$ cat src/rtl/muldiv_unit_if.sv
// muldiv_unit_if: bundle between the control unit / register file and muldiv_unit.
//   Request side   : Start, Op, OperandA, OperandB, DestReg (and Signed when
//                    MULDIV_SIGNED_EN is defined).
//   Response side  : Busy, RegWrite, WriteReg, WriteData, DivByZero.
//   master modport : the issuing side (drives requests, sees responses).
//   slave modport  : muldiv_unit itself.
interface muldiv_unit_if #(
    parameter int unsigned WIDTH      = 16,
    parameter int unsigned REG_ADDR_W = 3
) ();
    logic                  Start;
    logic [1:0]            Op;
    logic [WIDTH-1:0]      OperandA;
    logic [WIDTH-1:0]      OperandB;
    logic [REG_ADDR_W-1:0] DestReg;
`ifdef MULDIV_SIGNED_EN
    logic                  Signed;
`endif
    logic                  Busy;
    logic                  RegWrite;
    logic [REG_ADDR_W-1:0] WriteReg;
    logic [WIDTH-1:0]      WriteData;
    logic                  DivByZero;

`ifdef MULDIV_SIGNED_EN
    modport master (
        output Start, Op, OperandA, OperandB, DestReg, Signed,
        input  Busy, RegWrite, WriteReg, WriteData, DivByZero
    );
    modport slave (
        input  Start, Op, OperandA, OperandB, DestReg, Signed,
        output Busy, RegWrite, WriteReg, WriteData, DivByZero
    );
`else
    modport master (
        output Start, Op, OperandA, OperandB, DestReg,
        input  Busy, RegWrite, WriteReg, WriteData, DivByZero
    );
    modport slave (
        input  Start, Op, OperandA, OperandB, DestReg,
        output Busy, RegWrite, WriteReg, WriteData, DivByZero
    );
`endif
endinterface

$ cat src/rtl/muldiv_unit.sv
// muldiv_unit: iterative multiply/divide execute unit, one bit per cycle.
//   Shift-add multiply (Op 00 low half, 01 high half) and restoring divide
//   (Op 10 quotient, 11 remainder). A request accepted in IDLE runs WIDTH
//   iterations, then spends one DONE cycle pulsing RegWrite toward the
//   register file write port.
// Ports:
//   clock    : system clock, all state on posedge
//   reset_n  : synchronous active-low reset
//   bus      : muldiv_unit_if.slave (Start/Op/OperandA/OperandB/DestReg in,
//              Busy/RegWrite/WriteReg/WriteData/DivByZero out)
// Optional feature: define MULDIV_SIGNED_EN to add the Signed request bit
//   (two's complement operands; iteration on magnitudes, sign fixed on the
//   way into DONE).
module muldiv_unit #(
    parameter int unsigned WIDTH      = 16,
    parameter int unsigned REG_ADDR_W = 3
) (
    input logic          clock,
    input logic          reset_n,
    muldiv_unit_if.slave bus
);
    localparam int unsigned      CNT_W = (WIDTH > 1) ? $clog2(WIDTH) : 1;
    localparam logic [CNT_W-1:0] LAST  = CNT_W'(WIDTH - 1);

    localparam logic [1:0] StIdle = 2'd0;
    localparam logic [1:0] StRun  = 2'd1;
    localparam logic [1:0] StDone = 2'd2;

    logic [1:0]            state_q, state_d;
    logic [CNT_W-1:0]      cnt_q, cnt_d;
    // hi: partial product / partial remainder; lo: multiplier / dividend->quotient
    logic [WIDTH:0]        hi_q, hi_d;
    logic [WIDTH-1:0]      lo_q, lo_d;
    logic [WIDTH-1:0]      b_q, b_d;
    logic [1:0]            op_q, op_d;
    logic [REG_ADDR_W-1:0] dest_q, dest_d;
    logic                  neg_a_q, neg_a_d;
    logic                  neg_b_q, neg_b_d;
    logic [WIDTH-1:0]      wdata_q, wdata_d;
    logic [REG_ADDR_W-1:0] wreg_q, wreg_d;

    logic                  sgn_in;
    logic                  a_neg_in;
    logic                  b_neg_in;
    logic [WIDTH:0]        mul_sum;
    logic [WIDTH:0]        div_shift;
    logic [WIDTH:0]        step_hi;
    logic [WIDTH-1:0]      step_lo;
    logic [2*WIDTH-1:0]    prod_mag;
    logic [2*WIDTH-1:0]    prod_fix;
    logic [WIDTH-1:0]      quo_fix;
    logic [WIDTH-1:0]      rem_fix;
    logic [WIDTH-1:0]      result;
    logic                  div_zero;

`ifdef MULDIV_SIGNED_EN
    assign sgn_in = bus.Signed;
`else
    assign sgn_in = 1'b0;
`endif

    assign a_neg_in = sgn_in & bus.OperandA[WIDTH-1];
    assign b_neg_in = sgn_in & bus.OperandB[WIDTH-1];
    assign div_zero = (b_q == '0);

    // One iteration of either algorithm, evaluated from the current state.
    always_comb begin
        mul_sum   = hi_q + {1'b0, ({WIDTH{lo_q[0]}} & b_q)};
        div_shift = {hi_q[WIDTH-1:0], lo_q[WIDTH-1]};
        step_hi   = hi_q;
        step_lo   = lo_q;
        if (op_q[1]) begin
            // Restoring divide: subtract only when it does not go negative.
            if (div_shift >= {1'b0, b_q}) begin
                step_hi = div_shift - {1'b0, b_q};
                step_lo = {lo_q[WIDTH-2:0], 1'b1};
            end else begin
                step_hi = div_shift;
                step_lo = {lo_q[WIDTH-2:0], 1'b0};
            end
        end else begin
            // Shift-add multiply: product ends up as {hi[WIDTH-1:0], lo}.
            step_hi = {1'b0, mul_sum[WIDTH:1]};
            step_lo = {mul_sum[0], lo_q[WIDTH-1:1]};
        end
    end

    // Final result from the last iteration, with the sign fix-up applied so
    // DONE needs no extra cycle. Zero divisor forces an all-ones quotient; the
    // remainder naturally equals the dividend magnitude in that case.
    always_comb begin
        prod_mag = {step_hi[WIDTH-1:0], step_lo};
        prod_fix = (neg_a_q ^ neg_b_q) ? -prod_mag : prod_mag;
        if (div_zero) begin
            quo_fix = '1;
        end else begin
            quo_fix = (neg_a_q ^ neg_b_q) ? -step_lo : step_lo;
        end
        rem_fix = neg_a_q ? -step_hi[WIDTH-1:0] : step_hi[WIDTH-1:0];
        case (op_q)
            2'b00:   result = prod_fix[WIDTH-1:0];
            2'b01:   result = prod_fix[2*WIDTH-1:WIDTH];
            2'b10:   result = quo_fix;
            default: result = rem_fix;
        endcase
    end

    always_comb begin
        state_d = state_q;
        cnt_d   = cnt_q;
        hi_d    = hi_q;
        lo_d    = lo_q;
        b_d     = b_q;
        op_d    = op_q;
        dest_d  = dest_q;
        neg_a_d = neg_a_q;
        neg_b_d = neg_b_q;
        wdata_d = wdata_q;
        wreg_d  = wreg_q;
        case (state_q)
            StIdle: begin
                if (bus.Start) begin
                    state_d = StRun;
                    cnt_d   = '0;
                    hi_d    = '0;
                    lo_d    = a_neg_in ? -bus.OperandA : bus.OperandA;
                    b_d     = b_neg_in ? -bus.OperandB : bus.OperandB;
                    op_d    = bus.Op;
                    dest_d  = bus.DestReg;
                    neg_a_d = a_neg_in;
                    neg_b_d = b_neg_in;
                end
            end
            StRun: begin
                cnt_d = cnt_q + 1'b1;
                hi_d  = step_hi;
                lo_d  = step_lo;
                if (cnt_q == LAST) begin
                    state_d = StDone;
                    // Write-back registers change only here so they hold
                    // their value outside DONE.
                    wdata_d = result;
                    wreg_d  = dest_q;
                end
            end
            StDone: begin
                state_d = StIdle;
            end
            default: begin
                state_d = StIdle;
            end
        endcase
    end

    always_ff @(posedge clock) begin
        if (!reset_n) begin
            state_q <= StIdle;
            cnt_q   <= '0;
            hi_q    <= '0;
            lo_q    <= '0;
            b_q     <= '0;
            op_q    <= '0;
            dest_q  <= '0;
            neg_a_q <= 1'b0;
            neg_b_q <= 1'b0;
            wdata_q <= '0;
            wreg_q  <= '0;
        end else begin
            state_q <= state_d;
            cnt_q   <= cnt_d;
            hi_q    <= hi_d;
            lo_q    <= lo_d;
            b_q     <= b_d;
            op_q    <= op_d;
            dest_q  <= dest_d;
            neg_a_q <= neg_a_d;
            neg_b_q <= neg_b_d;
            wdata_q <= wdata_d;
            wreg_q  <= wreg_d;
        end
    end

    assign bus.Busy      = (state_q != StIdle);
    assign bus.RegWrite  = (state_q == StDone);
    assign bus.WriteReg  = wreg_q;
    assign bus.WriteData = wdata_q;
    assign bus.DivByZero = (state_q == StDone) && op_q[1] && div_zero;

endmodule

$ cat src/flat_wrapper.sv
// flat-port wrapper written by rule: the top's interface ports become plain ports
module muldiv_unit_flat 
#(
    parameter int unsigned WIDTH      = 16,
    parameter int unsigned REG_ADDR_W = 3
)
  (clock, reset_n, bus_Start, bus_Op, bus_OperandA, bus_OperandB, bus_DestReg, bus_Busy, bus_RegWrite, bus_WriteReg, bus_WriteData, bus_DivByZero);
  muldiv_unit_if #(.WIDTH(WIDTH), .REG_ADDR_W(REG_ADDR_W)) bus_i ();
  input logic clock;
  input logic reset_n;
  input wire logic [$bits(bus_i.Start)-1:0] bus_Start;
  input wire logic [$bits(bus_i.Op)-1:0] bus_Op;
  input wire logic [$bits(bus_i.OperandA)-1:0] bus_OperandA;
  input wire logic [$bits(bus_i.OperandB)-1:0] bus_OperandB;
  input wire logic [$bits(bus_i.DestReg)-1:0] bus_DestReg;
  output wire logic [$bits(bus_i.Busy)-1:0] bus_Busy;
  output wire logic [$bits(bus_i.RegWrite)-1:0] bus_RegWrite;
  output wire logic [$bits(bus_i.WriteReg)-1:0] bus_WriteReg;
  output wire logic [$bits(bus_i.WriteData)-1:0] bus_WriteData;
  output wire logic [$bits(bus_i.DivByZero)-1:0] bus_DivByZero;
  assign bus_i.Start = bus_Start;
  assign bus_i.Op = bus_Op;
  assign bus_i.OperandA = bus_OperandA;
  assign bus_i.OperandB = bus_OperandB;
  assign bus_i.DestReg = bus_DestReg;
  assign bus_Busy = bus_i.Busy;
  assign bus_RegWrite = bus_i.RegWrite;
  assign bus_WriteReg = bus_i.WriteReg;
  assign bus_WriteData = bus_i.WriteData;
  assign bus_DivByZero = bus_i.DivByZero;
  muldiv_unit #(.WIDTH(WIDTH), .REG_ADDR_W(REG_ADDR_W)) u_core (.clock(clock), .reset_n(reset_n), .bus(bus_i));
endmodule
$ cat config.mk
export PLATFORM = sky130hd
export DESIGN_NAME = muldiv_unit_flat
export DESIGN_NICKNAME = d
export VERILOG_FILES = /design/src/rtl/muldiv_unit_if.sv /design/src/rtl/muldiv_unit.sv /design/src/flat_wrapper.sv
export SDC_FILE = /design/constraint.sdc
export NUM_CORES = 1
export LEC_CHECK = 0
export CORE_ASPECT_RATIO = 2
export CORE_UTILIZATION = 25
export CTS_CLUSTER_DIAMETER = 100
export DETAILED_ROUTE_END_ITERATION = 10
export GPL_TIMING_DRIVEN = 0
export HOLD_SLACK_MARGIN = 0.15
export SYNTH_ARGS = -nofsm -noshare
export SYNTH_HDL_FRONTEND = slang
export SYNTH_SLANG_ARGS = --single-unit
$ cat constraint.sdc
create_clock -name clock -period 8.8 [get_ports clock]
set_clock_uncertainty 0.1 [all_clocks]
set_input_delay 1.76 -clock clock [delete_from_list [all_inputs] [get_ports clock]]
set_output_delay 1.76 -clock clock [all_outputs]
set_load 0.05 [all_outputs]
# Word level (Yosys, flattened, before mapping)
# Cells that the tools add are included.
word_totals:
  elab_cells: 46
  n_memories: 0
  latchBits: 0
  reg_bits: 79
  romBits: 0
  ram_bits: 0
  input_bits: 40
op_classes:
  bitwise_logic: 1
  shifts: 0
  n_reduce_logical: 11
  muxes: 15
  eq_ne: 6
  n_lt_le_gt_ge: 1
  n_mul: 0
  add_sub_neg: 3
  div_mod_pow: 0
ops:
  columns: ["cell", "count"]
  rows:
  - ["16-bit case mux with 2 select lines", 2]
  - ["17-bit 2-to-1 mux", 3]
  - ["16-bit 2-to-1 mux", 3]
  - ["17-bit case mux with 2 select lines", 1]
  - ["17-bit by 16-bit adder with 17-bit output", 1]
  - ["17-bit by 16-bit >= comparator with 1-bit output", 1]
  - ["17-bit by 16-bit subtractor with 17-bit output", 1]
  - ["16-bit AND", 1]
  - ["16-bit zero test", 1]
  - ["4-bit case mux with 2 select lines", 1]
  - ["2-bit AND reduction", 4]
  - ["4-bit by 1-bit adder with 4-bit output (second input constant)", 1]
  - ["2-bit equality test (second input constant)", 2]
  - ["4-bit equality test (second input constant)", 1]
  - ["2-bit zero test", 2]
  - ["2-bit 2-to-1 mux", 2]
  - ["4-bit 2-to-1 mux", 1]
  - ["2-bit case mux with 2 select lines", 1]
  - ["2-bit nonzero test", 2]
  - ["2-bit by 1-bit equality test with 1-bit output (second input constant)", 1]
  - ["1-bit logical AND", 2]
  - ["2-bit by 1-bit != test with 1-bit output (second input constant)", 1]
  - ["2-bit != test (second input constant)", 1]
  - ["1-bit 2-to-1 mux", 1]

# Logic depth before layout (Yosys ltp)
# Gate-level depths: netlist (run 1).
depth:
  word_depth: 5
  mapped_depth: 13

# Least setup slack after synthesis (run 1)
# OpenSTA, ideal clock, no wires.
synth_path:
  kind: "reg-to-output"
  start: "reg u_core.op_q[1]"
  end: "out bus_DivByZero"
  path_buffers: 1
  required_time_ps: 6940
  path_slack_ps: 5193
  arrival_time_ps: 1747
  stages_incl_launch_ff: 6
  cell_sequence: "dfxtp_1 buf_2 nor4b_1 nand4_1 nor4_1 and2_1"
synth_between:
  elab_chain_cells: 2
synth_rtl:
  columns: ["item", "line", "text"]
  rows:
  - ["start, declared", "muldiv_unit.sv:35", "logic [1:0] op_q, op_d;"]
  - ["start signal, assigned", "muldiv_unit.sv:174", "op_q <= op_d;"]
  - ["1-bit logical AND (2 in a row)", "muldiv_unit.sv:187", "assign bus.DivByZero = (state_q == StDone) && op_q[1] && div_zero;"]
  - ["end, declared", "flat_wrapper.sv:20", "output wire logic [$bits(bus_i.DivByZero)-1:0] bus_DivByZero;"]
# Every way passes these cells.

# Final worst setup path (run 1)
# Same ends and word-level chain as after synthesis.

==> metrics.txt, run 1 <==
commonest non-fill, non-tap cells in the layout=94 x nand2_1, 79 x dfxtp_1, 61 x clkdlybuf4s50_1, 56 x nor2_1; most common cell after layout, fill and taps aside=nand2_1; drt wl/cell=about 19 µm; antenna violations before repair=0; Clock Sinks=79; Fin. Hold Viols=0; fraction of the yosys area taken by sequential cells=0.2908; Area growth syn-to-layout=23.14%; VDD IR max=0.0001344 V; H-tree depth=3; largest net degree at the start of global routing=15; #FFs+latches synth=79; Die Y=210.6 µm; Post-CTS Setup Inserts=0; share of cells above drive strength 1=0.03911; antenna-violating nets left=0; hold_buf cts=0; design area=between 6000 and 7000 µm²; EDFF count, synth=0; Max clock buf depth=2; Antenna diodes=0; RSZ-0062 raised after global routing=no; GP Congestion=0.9222; startpoint class of the critical path=register; Distinct cells, synth=68; WL final=~20 mm; r2r worst-path depth=13; Residual DRC=0; Final TNS setup=0 ns; Die X=~110 µm; 1st-iter DRT viols=220; Final HPWL DP=around 16 mm; Max Clock Freq=approximately 200 MHz; Starting Density=0.2542; Slew Limit Fails=0; vias in the first global route=around 5400; Critical Path Sink=bus_DivByZero; Final period util=0.5656; Post-Syn Instances=approximately 700; Inst Count DP=roughly 1000; die area=~22000 µm²; warnings from Yosys=0; DRT Pass-1 Iters=7; Post-CTS Resized=0; PortBufs=a little over 60; Global Route Usage Sum=0.1821; Synth Flop Type=dfxtp_1; R2R Setup Slk=4.93 ns; Synth Net Count=between 700 and 800; fillers=around 2300; total gr overflow=0; max cap viols=0; Crit Path Category=reg -> out; post-route setup slack=about 3.8 ns; Synth async-reset ratio=0; Avg Inst Size Synth=roughly 7.9 µm²; post-layout min period=roughly 5 ns; critical path required time=just under 7 ns; setup violators final=0; total vias in the final route=between 5000 and 6000; P_leak=approximately 2.5 nW; worst slew pin tran=1.179 ns; Mapped Area=5439 µm²; first-pass GRT wire length=between 20 and 30 mm; CTS tree=done; Crit Path Max Fanout=10; FF-to-FF Start=u_core.lo_q[0]; Worst-path clk slew=roughly 0.070 ns; crit end category=output pin; run status=finished clean; Row Count=76; slew margin rel.=0.2110; nets@finish=~840; Top Ports=62; Placed Area=approximately 6400 µm²; Crit path arrival time=between 3 and 4 ns; Skew-Pair Late Insertion Delay=approximately 0.36 ns; worst min path class=reg -> reg; Crit. Startpoint=u_core.op_q[1]; final hold slack=around 0.36 ns; vias per cell=between 5 and 6; worst r2r dst=u_core.bus.WriteData[13]; dpl ws=approximately 4.2 ns; Num CTS Buffers=9; Final Instance Count excl. Fillers=between 1000 and 1500; CORE AREA=approximately 21000 µm²; Power Density=around 160 nW/µm²; clock root buffer=clkbuf_16
synth_stat cells, types with 7 or more instances:
cell      count  area [µm²]
o21ai_0      26       130.1
ha_1         33       412.9
clkbuf_1     25       93.84
and2_1       22       137.6
a21o_1       13       97.59
nor2b_1      30       187.7
a31oi_1       9       56.30
o21ai_1       7       35.03
a211oi_1     11       82.58
xnor2_1      13       113.9
nand2_1      94       352.8
inv_1        31       116.4
a221oi_1     21       183.9
nor3_1       13       65.06
nand3_1      13       65.06
a22o_1       11       96.34
dfxtp_1      79        1582
mux2i_1      24       240.2
a21oi_1      33       165.2
nor2_1       56       210.2
buf_1         8       30.03
a21boi_0     24       180.2
xor2_1        8       70.07
cells by family after synthesis:
group,after synthesis,synth area share
and+or+nand+nor,261,0.2328
AOI/OAI and AO/OA,201,0.2655
DFF,79,0.2908
buffers and inverters,68,0.04762
adders and majority gates,35,0.08328
muxes,25,0.04624
xor gates and xnor gates,21,0.03382
metrics by stage:
| stage | utilization | total power, mW |
|---|---|---|
| 3_5_place_dp | 0.2987 | 0.6758 |
| 5_1_grt | 0.3130 | 1.115 |
| 4_1_cts | 0.3130 | 1.073 |
| 2_1_floorplan | - | 0.5783 |
| 3_3_place_gp | 0.2987 | 0.6751 |
| 6_report | 0.3130 | 1.070 |
sequential cells by signal, indices dropped and copies added, names as in the netlist:
register	cells
u_core.bus.WriteReg	3
u_core.op_q	2
u_core.dest_q	3
u_core.hi_q	17
u_core.bus.WriteData	16
u_core.state_q	2
u_core.b_q	16
u_core.cnt_q	4
u_core.lo_q	16
layer usage:
metal	wire length [µm]	up-vias	track usage
met5	0	-	0
met4	1865	0	0.1791
met3	494	72	0.02257
met2	10550	137	0.3408
met1	6719	2523	0.1618
li1	-	2631	-
area by class of cell:
type / instances / area (µm²) / area share
Clock inverter: 5 / 63.81 / 0.009527
Inverter: 32 / 120.1 / 0.01793
Timing Repair Buffer: 61 / 610.6 / 0.09116
Buffer: 36 / 138.9 / 0.02074
Sequential cell: 79 / 1582 / 0.2361
Tap cell: 273 / 341.6 / 0.05100
Clock buffer: 11 / 242.7 / 0.03624
Multi-Input combinational cell: 543 / 3598 / 0.5373
how the worst min path moves through the flow:
stage,start,to,slack (ns),cells past startpoint
after floorplan,u_core.dest_q[0],u_core.dest_q[0],0.34,2
final,u_core.bus.WriteData[14],u_core.bus.WriteData[14],0.36,1
after CTS,u_core.bus.WriteData[14],u_core.bus.WriteData[14],0.37,1
after global placement,u_core.bus.WriteData[13],u_core.bus.WriteData[13],0.34,1
after global routing,u_core.bus.WriteData[14],u_core.bus.WriteData[14],0.39,1
after detailed placement,u_core.bus.WriteData[14],u_core.bus.WriteData[14],0.35,1
critical path, stage by stage (launching register included):
cell and delay, ns:
dfxtp_1 0.30, buf_2 0.25, nor4b_1 0.27, nand4_1 0.12, nor4_1 0.78, and2_1 0.23
clkdlybuf4s50_1 0.80
power by group:
part	switching, mW	leakage [nW]	total, mW	internal, mW
Clock	0.167	0.147	0.397	0.230
Sequential	0.0203	0.643	0.392	0.372
Combinational	0.172	1.75	0.280	0.108
Note: power is estimated with default switching activity, not from simulation.
==> run 2: changes to the inputs <==
clock period = 4.81 ns   (was 8.8 ns; I/O delays follow)
==> results of run 2 <==
Same layout as run 1 (identical final DEF). Status: finished clean.
Among the figures that moved: setup slack after placement 4.196 ns -> 1.004 ns; setup slack after layout 3.823 ns -> 0.6307 ns; register-to-register setup slack 4.93 ns -> 0.94 ns; total power 1.070 mW -> 1.958 mW; worst IR drop on VDD 0.0001344 V -> 0.0002459 V
